`src/rtl/io_pkg.sv`:
```
// Shared constants and types for the I/O port stage.
// Holds the default data width, control-unit decode values and output FSM states.
package io_pkg;

  localparam int IO_DATA_W = 16;

  localparam logic [3:0] OPC_IO      = 4'b1100;
  localparam logic [2:0] FUNK_IN     = 3'd1;
  localparam logic [1:0] MEMTOREG_IO = 2'b10;

  typedef enum logic {
    OUT_IDLE = 1'b0,
    OUT_FULL = 1'b1
  } outState_e;

endpackage

```
`src/rtl/io_port_unit_if.sv`:
```
// External input/output handshake bundle for io_port_unit.
// master: the port unit side; slave: the external producer/consumer side.
interface io_port_unit_if #(
  parameter int DATA_W = 16
);

  logic [DATA_W-1:0] ext_in_data;
  logic              ext_in_valid;
  logic              ext_in_ready;
  logic [DATA_W-1:0] ext_out_data;
  logic              ext_out_valid;
  logic              ext_out_ready;

  modport master (
    input  ext_in_data,
    input  ext_in_valid,
    output ext_in_ready,
    output ext_out_data,
    output ext_out_valid,
    input  ext_out_ready
  );

  modport slave (
    output ext_in_data,
    output ext_in_valid,
    input  ext_in_ready,
    input  ext_out_data,
    input  ext_out_valid,
    output ext_out_ready
  );

endinterface

```
`src/rtl/io_in_fifo.sv`:
```
// Synchronous input FIFO: push/pop, occupancy count, combinational head word.
// Ports: CLK, Reset, push, pop, wrData in; head, count, full, empty out.
module io_in_fifo #(
  parameter  int DATA_W = 16,
  parameter  int DEPTH  = 4,
  localparam int PW     = $clog2(DEPTH),
  localparam int CW     = $clog2(DEPTH + 1)
) (
  input  logic              CLK,
  input  logic              Reset,
  input  logic              push,
  input  logic              pop,
  input  logic [DATA_W-1:0] wrData,
  output logic [DATA_W-1:0] head,
  output logic [CW-1:0]     count,
  output logic              full,
  output logic              empty
);

  logic [DATA_W-1:0] mem [DEPTH];
  logic [PW-1:0]     wrPtr;
  logic [PW-1:0]     rdPtr;
  logic              doPush;
  logic              doPop;

  assign full   = (count == CW'(DEPTH));
  assign empty  = (count == '0);
  assign doPush = push && !full;
  assign doPop  = pop && !empty;
  // No bypass: an empty FIFO reads as zero.
  assign head   = empty ? '0 : mem[rdPtr];

  always_ff @(posedge CLK) begin
    if (Reset) begin
      wrPtr <= '0;
      rdPtr <= '0;
      count <= '0;
    end else begin
      if (doPush) wrPtr <= wrPtr + PW'(1);
      if (doPop)  rdPtr <= rdPtr + PW'(1);
      unique case (1'b1)
        (doPush && !doPop): count <= count + CW'(1);
        (doPop && !doPush): count <= count - CW'(1);
        default:            count <= count;
      endcase
    end
  end

  always_ff @(posedge CLK) begin
    if (doPush) mem[wrPtr] <= wrData;
  end

endmodule

```
`src/rtl/io_port_unit.sv`:
```
// I/O stage behind the control unit's in/out states: input FIFO plus output register.
// Ports: CLK, Reset, InputRead, OutputWrite, WriteData, ReadData, io_stall, ext, in_count, in_underflow.
module io_port_unit
  import io_pkg::*;
#(
  parameter  int DATA_W   = IO_DATA_W,
  parameter  int IN_DEPTH = 4,
  localparam int CW       = $clog2(IN_DEPTH + 1)
) (
  input  logic              CLK,
  input  logic              Reset,
  input  logic              InputRead,
  input  logic              OutputWrite,
  input  logic [DATA_W-1:0] WriteData,
  output logic [DATA_W-1:0] ReadData,
  output logic              io_stall,
  io_port_unit_if.master    ext,
  output logic [CW-1:0]     in_count,
  output logic              in_underflow
);

  outState_e         state;
  outState_e         stateNxt;
  logic [DATA_W-1:0] outReg;
  logic              load;
  logic              inFull;
  logic              inEmpty;
  logic              outValid;

  io_in_fifo #(
    .DATA_W (DATA_W),
    .DEPTH  (IN_DEPTH)
  ) u_fifo (
    .CLK    (CLK),
    .Reset  (Reset),
    .push   (ext.ext_in_valid),
    .pop    (InputRead),
    .wrData (ext.ext_in_data),
    .head   (ReadData),
    .count  (in_count),
    .full   (inFull),
    .empty  (inEmpty)
  );

  assign ext.ext_in_ready  = !inFull;
  assign outValid          = (state == OUT_FULL);
  assign ext.ext_out_valid = outValid;
  assign ext.ext_out_data  = outReg;

  assign io_stall = (InputRead && inEmpty)
                 || (OutputWrite && outValid && !ext.ext_out_ready);

  always_ff @(posedge CLK) begin
    if (Reset) begin
      state        <= OUT_IDLE;
      outReg       <= '0;
      in_underflow <= 1'b0;
    end else begin
      state <= stateNxt;
      if (load) outReg <= WriteData;
      if (InputRead && inEmpty) in_underflow <= 1'b1;
    end
  end

  // A write into a full, unconsumed register is dropped; control retries.
  always_comb begin
    stateNxt = state;
    load     = 1'b0;
    unique case (state)
      OUT_IDLE: begin
        if (OutputWrite) begin
          load     = 1'b1;
          stateNxt = OUT_FULL;
        end
      end
      OUT_FULL: begin
        if (ext.ext_out_ready) begin
          if (OutputWrite) load = 1'b1;
          else stateNxt = OUT_IDLE;
        end
      end
    endcase
  end

endmodule

```
`src/flat_wrapper.sv`:
```
// flat-port wrapper written by rule: the top's interface ports become plain ports
module io_port_unit_flat import io_pkg::*;
#(
  parameter  int DATA_W   = IO_DATA_W,
  parameter  int IN_DEPTH = 4,
  localparam int CW       = $clog2(IN_DEPTH + 1)
)
  (CLK, Reset, InputRead, OutputWrite, WriteData, ReadData, io_stall, in_count, in_underflow, ext_ext_in_data, ext_ext_in_valid, ext_ext_in_ready, ext_ext_out_data, ext_ext_out_valid, ext_ext_out_ready);
  io_port_unit_if #(.DATA_W(DATA_W)) ext_i ();
  input  logic CLK;
  input  logic Reset;
  input  logic InputRead;
  input  logic OutputWrite;
  input  logic [DATA_W-1:0] WriteData;
  output logic [DATA_W-1:0] ReadData;
  output logic io_stall;
  output logic [CW-1:0] in_count;
  output logic in_underflow;
  input wire logic [$bits(ext_i.ext_in_data)-1:0] ext_ext_in_data;
  input wire logic [$bits(ext_i.ext_in_valid)-1:0] ext_ext_in_valid;
  output wire logic [$bits(ext_i.ext_in_ready)-1:0] ext_ext_in_ready;
  output wire logic [$bits(ext_i.ext_out_data)-1:0] ext_ext_out_data;
  output wire logic [$bits(ext_i.ext_out_valid)-1:0] ext_ext_out_valid;
  input wire logic [$bits(ext_i.ext_out_ready)-1:0] ext_ext_out_ready;
  assign ext_i.ext_in_data = ext_ext_in_data;
  assign ext_i.ext_in_valid = ext_ext_in_valid;
  assign ext_ext_in_ready = ext_i.ext_in_ready;
  assign ext_ext_out_data = ext_i.ext_out_data;
  assign ext_ext_out_valid = ext_i.ext_out_valid;
  assign ext_i.ext_out_ready = ext_ext_out_ready;
  io_port_unit #(.DATA_W(DATA_W), .IN_DEPTH(IN_DEPTH)) u_core (.CLK(CLK), .Reset(Reset), .InputRead(InputRead), .OutputWrite(OutputWrite), .WriteData(WriteData), .ReadData(ReadData), .io_stall(io_stall), .ext(ext_i), .in_count(in_count), .in_underflow(in_underflow));
endmodule
```
`config.mk`:
```
export PLATFORM = sky130hd
export DESIGN_NAME = io_port_unit_flat
export DESIGN_NICKNAME = d
export VERILOG_FILES = /design/src/rtl/io_pkg.sv /design/src/rtl/io_port_unit_if.sv /design/src/rtl/io_in_fifo.sv /design/src/rtl/io_port_unit.sv /design/src/flat_wrapper.sv
export SDC_FILE = /design/constraint.sdc
export NUM_CORES = 1
export LEC_CHECK = 0
export ABC_AREA = 0
export CORE_ASPECT_RATIO = 1.25
export CORE_UTILIZATION = 30
export CTS_CLUSTER_DIAMETER = 30
export CTS_CLUSTER_SIZE = 12
export DETAILED_ROUTE_END_ITERATION = 10
export PLACE_DENSITY_LB_ADDON = 0.2
export RECOVER_POWER = 25
export SLEW_MARGIN = 0
export SYNTH_ARGS = -nofsm -noshare
export SYNTH_HDL_FRONTEND = slang
export SYNTH_SLANG_ARGS = --single-unit
```
`constraint.sdc`:
```
create_clock -name CLK -period 4.2 [get_ports CLK]
set_input_delay 0.84 -clock CLK [delete_from_list [all_inputs] [get_ports CLK]]
set_output_delay 0.84 -clock CLK [all_outputs]
set_load 0.03 [all_outputs]
```
==> metrics.txt <==
CTS tree=built; IO Pins=77; max-slew violation count=0; post-synthesis xor/xnor area fraction=0.00727; gr usage total=0.123; status=finished, final reports clean; Tightest Pin Transition=0.989 ns; Setup Viol. Count Final=0; Port-buffer cells=76; crit path DAT=2.61 ns; Hold Path End=u_core.ext.ext_out_data[5]; hold buffers post-CTS=0; Chip Width=100 um; DRT Pass-1 Iters=4; worst hold stages=2; RSZ-0062 raised after global routing=false; Slew HR=0.339; r2r endpoint=u_core.u_fifo.count[2]; Final ANT Viol Nets=0; synthesized area=3610 sq um; Synth Flop Type=edfxtp_1; synthesis-to-finish area growth=33.1%; clock sinks=91; Slowest-stage cell, CP=dfxtp_1; Clock Pin Slew Worst Setup and Hold Paths=0.06 ns; first-pass GRT wire length=11500 um; root cell of the clock tree=clkbuf_16; Clock Path Buffers=2; clock buffer count from CTS=9; critical path class=reg -> out; vias in the first global route=2251; register-to-register setup slack=2.12 ns; Startpoint Class=flip-flop; DRC errors left=0; area leader, netlist=edfxtp_1; post-CTS setup buffer count=0; Power per Cell Area=591 nW/um^2; Post-synth EDFFs=64; Final Skew=0.00662 ns; Final HPWL DP=4750 um; Post-layout nets=360; post-cts sizing count=0; initial drt markers=79; r2r worst-path depth=9; Synth async-reset ratio=0; GRT Residual Overflow=0; total of max-cap violations=0; Worst R2R Start=u_core.u_fifo.count[0]; Mapped Cells=238; final core occ=0.412; Critical Path RT=3.36 ns; RD Place Congestion=0.681; Worst Hold Class=reg -> reg; largest cells by area after synthesis=edfxtp_1 (53%), dfxtp_1 (15%), mux4_2 (10%); TNS Setup=0 ns; crit path capture type=output pin; H-tree depth=3; Tcrit/Tclk final=0.821; adder-cell share of the synthesized area=0.0229; cell with the most instances after synthesis=edfxtp_1; Fmax=290 MHz; pin count of the biggest net entering global routing=29; Routed wire per std cell=14.9 um; CP max FO=10; Syn Nets=282; Leakage=1.61 nW; Seq/Total Area, Yosys=0.682; yosys warns=0; Initial Util=0.309; Compound-Gate Fraction of Synth Area=0.0606; Tmin final=3.45 ns; Synth Area in Simple Gates=0.0873; Std-Cell Core Area=11700 sq um; worst skew pair latency=0.33 ns; Synth Register Bits=91; worst-path cell chain=buf_4, mux4_2, nor2b_1, clkdlybuf4s50_1; post-DR vias/cell=4.49; initial antenna violation count=2; Worst path max stage delay=0.74 ns; post-synth top area share=0.532; Chip Height=125 um; vias=2166; post-synthesis mux area share=0.106; Synth cell types=29; Post-Synthesis Mean Instance Area=15.2 sq um; Row Count=44; largest family of logic cells by synthesized area=multiplexers; Hold Crit Start=u_core.ext.ext_out_data[5]; full die area=12500 sq um; wirelength, routed=7190 um; share of layout cells above drive strength 1=0.125; worst vdd ir=0.000229 V; final hold viol count=0; top cells by count, synth=edfxtp_1 (64), dfxtp_1 (27), a21oi_1 (21)
cells by family after synthesis:
family	Yosys count
mux	18
compound gates	42
flops	91
simple gates	55
buf+inv	23
xor+xnor	3
fa+ha+maj	6
critical path: cells and delay by family, from the launching register on:
kind	cells	cell delay (ns)
multiplexers	1	0.51
buffers and inverters	2	0.88
flip-flops	1	0.74
AND/OR/NAND/NOR	1	0.14
sequential cells by signal (all words and copies together) (netlist names), named ones only:
register and cells:
u_core.ext.ext_out_data 16, u_core.u_fifo.rdPtr 2, u_core.u_fifo.count 3, u_core.in_underflow 1, u_core.u_fifo.mem 64, u_core.u_fifo.wrPtr 2
u_core.ext.ext_out_valid 1
layout make-up:
cell class,count,area [sq um]
Multi-Input combinational cell,124,1030
Sequential cell,91,2460
Inverter,8,30.0
Clock inverter,3,40.0
Timing Repair Buffer,82,806
Clock buffer,12,236
Tap cell,161,201
Fill cell,1136,6860
Antenna cell,1,2.50
through the flow:
| stage | setup WS (ns) | total power, mW | instance area (sq um) | hold WS (ns) | std cells |
|---|---|---|---|---|---|
| after detailed placement | 0.847 | 2.12 | 4530 | 0.463 | 466 |
| after CTS | 0.641 | 2.89 | 4810 | 0.482 | 481 |
| after global routing | 0.543 | 2.99 | 4810 | 0.495 | 481 |
| after global placement | 0.826 | 2.11 | 4530 | 0.457 | 466 |
| final | 0.750 | 2.84 | 4810 | 0.479 | 482 |
| after floorplan | 1.34 | 1.79 | 3610 | 0.459 | 238 |
where the power goes:
group	switching (mW)	internal, mW	total (mW)
sequential	0.0776	1.06	1.14
clock	0.306	0.456	0.763
combinational	0.498	0.441	0.939
total	0.882	1.96	2.84
per-layer routing:
layer,wire length (um),share of wire,global-route usage
met1,3090,0.43,0.142
met2,3390,0.47,0.195
met3,592,0.082,0.0589
met4,105,0.015,0.0486
met5,12,0.0017,0
how the worst max path moves through the flow:
stage / start / end / slack (ns) / cells past startpoint
after floorplan: ext_ext_out_ready / io_stall / 1.34 / 4
after global placement: OutputWrite / io_stall / 0.83 / 5
after detailed placement: OutputWrite / io_stall / 0.85 / 5
after CTS: flip-flop / ReadData[12] / 0.64 / 4
after global routing: flip-flop / ReadData[14] / 0.54 / 4
final: flip-flop / ReadData[12] / 0.75 / 4
cells in the final DEF (no fill, tap or decap), types with 7 or more instances in the layout:
cell type         n
inv_1             7
mux4_2           16
dfxtp_1          27
dlygate4sd3_1    13
nor2b_1          14
o21ai_0          11
clkdlybuf4s50_1  63
clkbuf_16         9
a21oi_1          21
nor2_1            9
edfxtp_1         64
nand3_1          16
o21ai_1           8
Note: power is estimated with default switching activity, not from simulation.
